==> src/rtl/seg7_scan_capture.sv <==
// Receive-side monitor for a multiplexed 7-segment bus: synchronizes anode/segment
// lines, waits for each scan slot to settle, and decodes the pattern back to BCD per digit.
module seg7_scan_capture #(
   parameter int STABLE_CYCLES = 4
) (
   input  logic        clk,
   input  logic        rst_n,
   input  logic [7:0]  an_in,
   input  logic [6:0]  seg_in,
   output logic [31:0] digits,
   output logic [7:0]  valid,
   output logic        update,
   output logic [2:0]  update_idx,
   output logic        change,
   output logic        err_pattern,
   output logic        err_anode
);

   localparam int CW = $clog2(STABLE_CYCLES + 1);
   localparam logic [CW-1:0] CNT_MAX  = CW'(STABLE_CYCLES);
   localparam logic [CW-1:0] CNT_LAST = CW'(STABLE_CYCLES - 1);
   localparam logic [7:0] AN_OFF  = 8'hFF;
   localparam logic [6:0] SEG_OFF = 7'h7F;

   typedef enum logic [0:0] {ST_WAIT = 1'b0, ST_HOLD = 1'b1} state_t;

   // Returns {is_digit, is_blank, nibble} for an active-low {g..a} pattern.
   function automatic logic [5:0] decode_seg(input logic [6:0] seg);
      logic [5:0] res;
      case (seg)
         7'h40:   res = 6'b10_0000;
         7'h79:   res = 6'b10_0001;
         7'h24:   res = 6'b10_0010;
         7'h30:   res = 6'b10_0011;
         7'h19:   res = 6'b10_0100;
         7'h12:   res = 6'b10_0101;
         7'h02:   res = 6'b10_0110;
         7'h78:   res = 6'b10_0111;
         7'h00:   res = 6'b10_1000;
         7'h10:   res = 6'b10_1001;
         7'h7F:   res = 6'b01_0000;
         default: res = 6'b00_0000;
      endcase
      return res;
   endfunction

   function automatic logic [3:0] count_low(input logic [7:0] an);
      logic [3:0] n;
      n = 4'd0;
      for (int i = 0; i < 8; i++) begin
         if (an[i] == 1'b0) begin
            n = n + 4'd1;
         end else begin
            n = n;
         end
      end
      return n;
   endfunction

   function automatic logic [2:0] low_index(input logic [7:0] an);
      logic [2:0] idx;
      idx = 3'd0;
      for (int i = 0; i < 8; i++) begin
         if (an[i] == 1'b0) begin
            idx = 3'(i);
         end else begin
            idx = idx;
         end
      end
      return idx;
   endfunction

   logic [7:0]    an_meta_r, an_samp_r, an_prev_r;
   logic [6:0]    seg_meta_r, seg_samp_r, seg_prev_r;
   logic [CW-1:0] cnt_r;
   state_t        state_r;

   logic [31:0]   digits_r;
   logic [7:0]    valid_r;
   logic          update_r, change_r, err_pattern_r, err_anode_r;
   logic [2:0]    update_idx_r;

   logic          diff_s, accept_s;
   logic [3:0]    lows_s;
   logic [2:0]    idx_s;
   logic [5:0]    dec_s;
   logic [3:0]    old_nib_s;

   // Two-flop synchronizer plus previous-sample register.
   always_ff @(posedge clk or negedge rst_n) begin
      if (!rst_n) begin
         an_meta_r  <= AN_OFF;
         seg_meta_r <= SEG_OFF;
         an_samp_r  <= AN_OFF;
         seg_samp_r <= SEG_OFF;
         an_prev_r  <= AN_OFF;
         seg_prev_r <= SEG_OFF;
      end else begin
         an_meta_r  <= an_in;
         seg_meta_r <= seg_in;
         an_samp_r  <= an_meta_r;
         seg_samp_r <= seg_meta_r;
         an_prev_r  <= an_samp_r;
         seg_prev_r <= seg_samp_r;
      end
   end

   // Sample classification and accept detection.
   always_comb begin
      diff_s    = 1'b0;
      accept_s  = 1'b0;
      lows_s    = count_low(an_samp_r);
      idx_s     = low_index(an_samp_r);
      dec_s     = decode_seg(seg_samp_r);
      old_nib_s = digits_r[{idx_s, 2'b00} +: 4];
      if ({an_samp_r, seg_samp_r} != {an_prev_r, seg_prev_r}) begin
         diff_s = 1'b1;
      end else begin
         diff_s = 1'b0;
      end
      if ((state_r == ST_WAIT) && !diff_s && (cnt_r == CNT_LAST)) begin
         accept_s = 1'b1;
      end else begin
         accept_s = 1'b0;
      end
   end

   // Stability counter and WAIT/HOLD window FSM; one accept per stable window.
   always_ff @(posedge clk or negedge rst_n) begin
      if (!rst_n) begin
         cnt_r   <= '0;
         state_r <= ST_WAIT;
      end else begin
         case (state_r)
            ST_WAIT: begin
               if (diff_s) begin
                  cnt_r <= '0;
               end else if (cnt_r < CNT_MAX) begin
                  cnt_r <= cnt_r + CW'(1);
                  if (cnt_r == CNT_LAST) begin
                     state_r <= ST_HOLD;
                  end
               end
            end
            ST_HOLD: begin
               if (diff_s) begin
                  cnt_r   <= '0;
                  state_r <= ST_WAIT;
               end
            end
            default: begin
               cnt_r   <= '0;
               state_r <= ST_WAIT;
            end
         endcase
      end
   end

   // Digit registers, valid flags and one-cycle status pulses.
   always_ff @(posedge clk or negedge rst_n) begin
      if (!rst_n) begin
         digits_r      <= 32'd0;
         valid_r       <= 8'd0;
         update_r      <= 1'b0;
         update_idx_r  <= 3'd0;
         change_r      <= 1'b0;
         err_pattern_r <= 1'b0;
         err_anode_r   <= 1'b0;
      end else begin
         update_r      <= 1'b0;
         change_r      <= 1'b0;
         err_pattern_r <= 1'b0;
         err_anode_r   <= 1'b0;
         if (accept_s && (lows_s == 4'd1)) begin
            update_r     <= 1'b1;
            update_idx_r <= idx_s;
            if (dec_s[5]) begin
               digits_r[{idx_s, 2'b00} +: 4] <= dec_s[3:0];
               valid_r[idx_s]                <= 1'b1;
               change_r                      <= (old_nib_s != dec_s[3:0]);
            end else if (dec_s[4]) begin
               valid_r[idx_s] <= 1'b0;
            end else begin
               valid_r[idx_s] <= 1'b0;
               err_pattern_r  <= 1'b1;
            end
         end else if (accept_s && (lows_s >= 4'd2)) begin
            err_anode_r <= 1'b1;
         end
      end
   end

   assign digits      = digits_r;
   assign valid       = valid_r;
   assign update      = update_r;
   assign update_idx  = update_idx_r;
   assign change      = change_r;
   assign err_pattern = err_pattern_r;
   assign err_anode   = err_anode_r;

endmodule

==> config.mk <==
export PLATFORM = sky130hd
export DESIGN_NAME = seg7_scan_capture
export DESIGN_NICKNAME = d
export VERILOG_FILES = /design/src/rtl/seg7_scan_capture.sv
export SDC_FILE = /design/constraint.sdc
export NUM_CORES = 1
export LEC_CHECK = 0
export ABC_AREA = 0
export CAP_MARGIN = 20
export CORE_AREA = 2 2 107 109
export DETAILED_ROUTE_END_ITERATION = 10
export DIE_AREA = 0 0 109 111
export DONT_BUFFER_PORTS = 1
export GPL_ROUTABILITY_DRIVEN = 0
export GPL_TIMING_DRIVEN = 0
export PLACE_DENSITY = 0.65
export REMOVE_ABC_BUFFERS = 1
export SETUP_SLACK_MARGIN = 0.2
export SKIP_LAST_GASP = 1
export SYNTH_ARGS = -nofsm -noshare
export SYNTH_HDL_FRONTEND = slang
export SYNTH_SLANG_ARGS = --single-unit
export TNS_END_PERCENT = 30
==> constraint.sdc <==
create_clock -name clk -period 5.7 [get_ports clk]
set_clock_uncertainty 0.05 [all_clocks]
set_input_delay 0.855 -clock clk [delete_from_list [all_inputs] [get_ports clk]]
set_output_delay 0.855 -clock clk [all_outputs]
set_load 0.02 [all_outputs]
==> results.ini <==
[outcome]
run_status=completed

[synthesis]
yosys-top-cells-area=dfrtp_1 (26%), dfstp_2 (24%), mux2_2 (9.6%)
synth_top_family_by_area=simple AND/OR/NAND/NOR gates
synth_edf_count=0
synth_area_leader_cell=dfrtp_1
yosys.area_share.adder_pct=3.366
ys_ff_latch=96
synth_compound_area_share_pct=10.18
synth_top_area_share_pct=26.41
synth_xor_area_share_pct=7.716
synth.area.mux_share_pct=9.969
synth_area_um2=4832
async_flop_share_pct=100.0
syn-instance-count=411
yosys.area_share.simple_pct=15.28
yosys_warnings=0
syn_area_per_cell_um2=11.76
netlist_top_cells_count=dfrtp_1 (51), dfstp_2 (45), mux2_2 (41), nor2_1 (27), nand2_1 (25)
netlist-cell-type-count=55
yosysMostFrequentCell=dfrtp_1
yosysSeqAreaShare_pct=50.88
synth-main-ff-cell=dfrtp_1

[global_routing]
grt_use_total_pct=18.42
grt_antenna_before_repair=0
first_global_vias=3211
grt_pass1_wl_mm=17.17
grt_max_degree=97
overflow=0

[die]
num_rows=39
coreArea_um2=11080
die_height_um=111
start_util_pct=43.62
die_area_um2=12100
pin_count=64
die_x_um=109

[critical_path]
cp-end-kind=register
cp.depth=22
crit_family=adder cells
start_kind=register
path_buf_inv=2
crit_slowest_cell=dfstp_2
cpMostUsedCell=ha_1
max_stage_delay_ps=580
criticalPathCategory=reg2reg
required_ps=5880
reg2reg_depth=22
path_cells=inv_1 -> ha_4 -> xnor2_1 -> ha_1 -> o21a_1 -> ha_1 -> nand2b_1 -> nand2_1 -> ha_1 -> o221a_2 -> ha_1 -> nand2_1 -> nand2_1 -> ha_1 -> xnor3_1 -> o22ai_1 -> nand2_1 -> a41o_4 -> o211ai_4 -> nor4b_4 -> buf_4 -> mux2_2
path_max_fanout=7
critPathArrivalTime_ps=5420

[drt]
num_vias=3189
ant_nets=0
viasPerCell=5.756
wirelength_mm=10.67
wl_per_cell_um=19.27
drtIter0Drc=158
dr.pass1.iters=4
drc=0

[place]
placed_cell_area_um2=4933
dp_hpwl_mm=7.442
portBuffers=0

[timing]
tightestPinTransition_ps=928.9
slew_headroom_pct=37.95
period_minus_slack_ps=5245
grt_setup_unrepaired=no
hold_viol_final=0
period_share_pct=92.02
fmaxAchievable_mhz=190.6
setup_viol_count_final=0
report.final.slew_viol_count=0
tns_ps=0

[hold_path]
hold_path_class=in2async

[cells_and_area]
fin_nets=436
final_util_pct=48.02
final_cell_area_um2=5319
drive_gt1_share_pct=30.90
fillCellCount=978
syn2layout_area_growth_pct=10.07
n_antenna_cell=0

[clock_tree]
cts_root_buffer=clkbuf_16
clock_path_buffers=2
cts_tree=done
h-tree-depth=3
path_clk_slew_ps=60
clock_latency_ps=340
clock_sinks=96
cts_buffers=9
postCtsHoldBufs=0

[run]
cap_violations=0

[power_and_ir_drop]
ir_drop_mv=0.1686
power_w=0.001606
p_leak_nw=2.292
power_density_nw_per_um2=301.9

-- per-layer routing --
layer	GRT usage [%]	share of wire (%)	up-vias
met4	6.410	1.8	0
met5	0	0	-
met1	24.82	44	1612
li1	-	-	1482
met3	5.938	6.6	14
met2	27.87	48	81
-- power by group --
group          internal (W)  switching (W)  leakage [nW]  total [W]
Sequential         0.000711      0.0000228          1.19   0.000734
Clock              0.000391       0.000250         0.157   0.000642
Combinational      0.000101       0.000129         0.948   0.000230
-- through the flow --
step / setup slack [ps] / std cells / hold slack [ps]
floorplan: 716.6 / 392 / 295.2
global route: 244.6 / 554 / 134.4
CTS: 208.5 / 551 / 141.5
detailed placement: 242.1 / 535 / 297.8
finish: 454.7 / 554 / 151.6
global placement: 297.4 / 535 / 295.6
-- final timing paths --
check                                        start                      end  slack, ps
min reg2reg                seg_meta_r[3]$_DFF_PN1_  seg_samp_r[3]$_DFF_PN1_        300
max reg2reg                 an_samp_r[1]$_DFF_PN1_   digits[27]$_DFFE_PN0P_        450
max                         an_samp_r[1]$_DFF_PN1_   digits[27]$_DFFE_PN0P_        450
min in group clk           seg_meta_r[3]$_DFF_PN1_  seg_samp_r[3]$_DFF_PN1_        300
max in group asynchronous                    rst_n  seg_prev_r[0]$_DFF_PN1_       5230
min                                          rst_n    digits[2]$_DFFE_PN0P_        150
-- registers in the layout, indices dropped and copies added, names as in the netlist, named ones only --
signal and flops:
digits 32, an_meta_r 8, an_prev_r 8, an_samp_r 8
seg_meta_r 7, seg_prev_r 7, seg_samp_r 7, cnt_r 3
update_idx 3, change 1, err_anode 1, err_pattern 1
state_r 1, update 1
-- area by class of cell --
cell class                 count  area (um^2)  area share (%)
tap                          143        178.9           3.364
timing repair buffer           3        22.52          0.4234
clock buffer                  13        281.5           5.293
inverter                      13        48.80          0.9174
clock inverter                 3        46.29          0.8704
sequential                    96         2459           46.22
multi-input combinational    283         2282           42.91
-- cells by family after synthesis --
group,after synthesis
AOI/OAI and AO/OA,67
xor gates and xnor gates,35
adders and majority gates,13
buffers and inverters,32
DFF,96
muxes,43
and+or+nand+nor,125
-- layout by cell type (no fill, tap or decap), drive strengths merged, types with 2 or more instances in the layout --
master  synthesis  final
nand3           8      8
dfstp          45     45
a31oi           2      2
a31o            8      8
a21oi           8      8
xnor2          13     13
nor2           27     27
o31a            2      2
ha             13     13
nor3           13     13
mux2i           2      2
nor4           14     14
clkbuf         12     13
xnor3           2      2
and3            7      7
nand3b          3      3
o22ai          11     11
nand2b          8      8
buf             7      3
a211oi          5      5
nor4b           3      3
dfrtp          51     51
o21ai           9      9
xor3            2      2
a21boi          9      9
o211ai          2      2
xor2           18     18
mux2           41     41
nand2          25     25
nor2b           6      6
inv            13     13
nand4           6      6
-- what timing repair did --
action	in CTS	in global routing
buffers inserted	0	2
gates resized for setup	0	6
endpoints found under the setup margin	0	46
No activity file was read; power rests on OpenSTA's default activity.
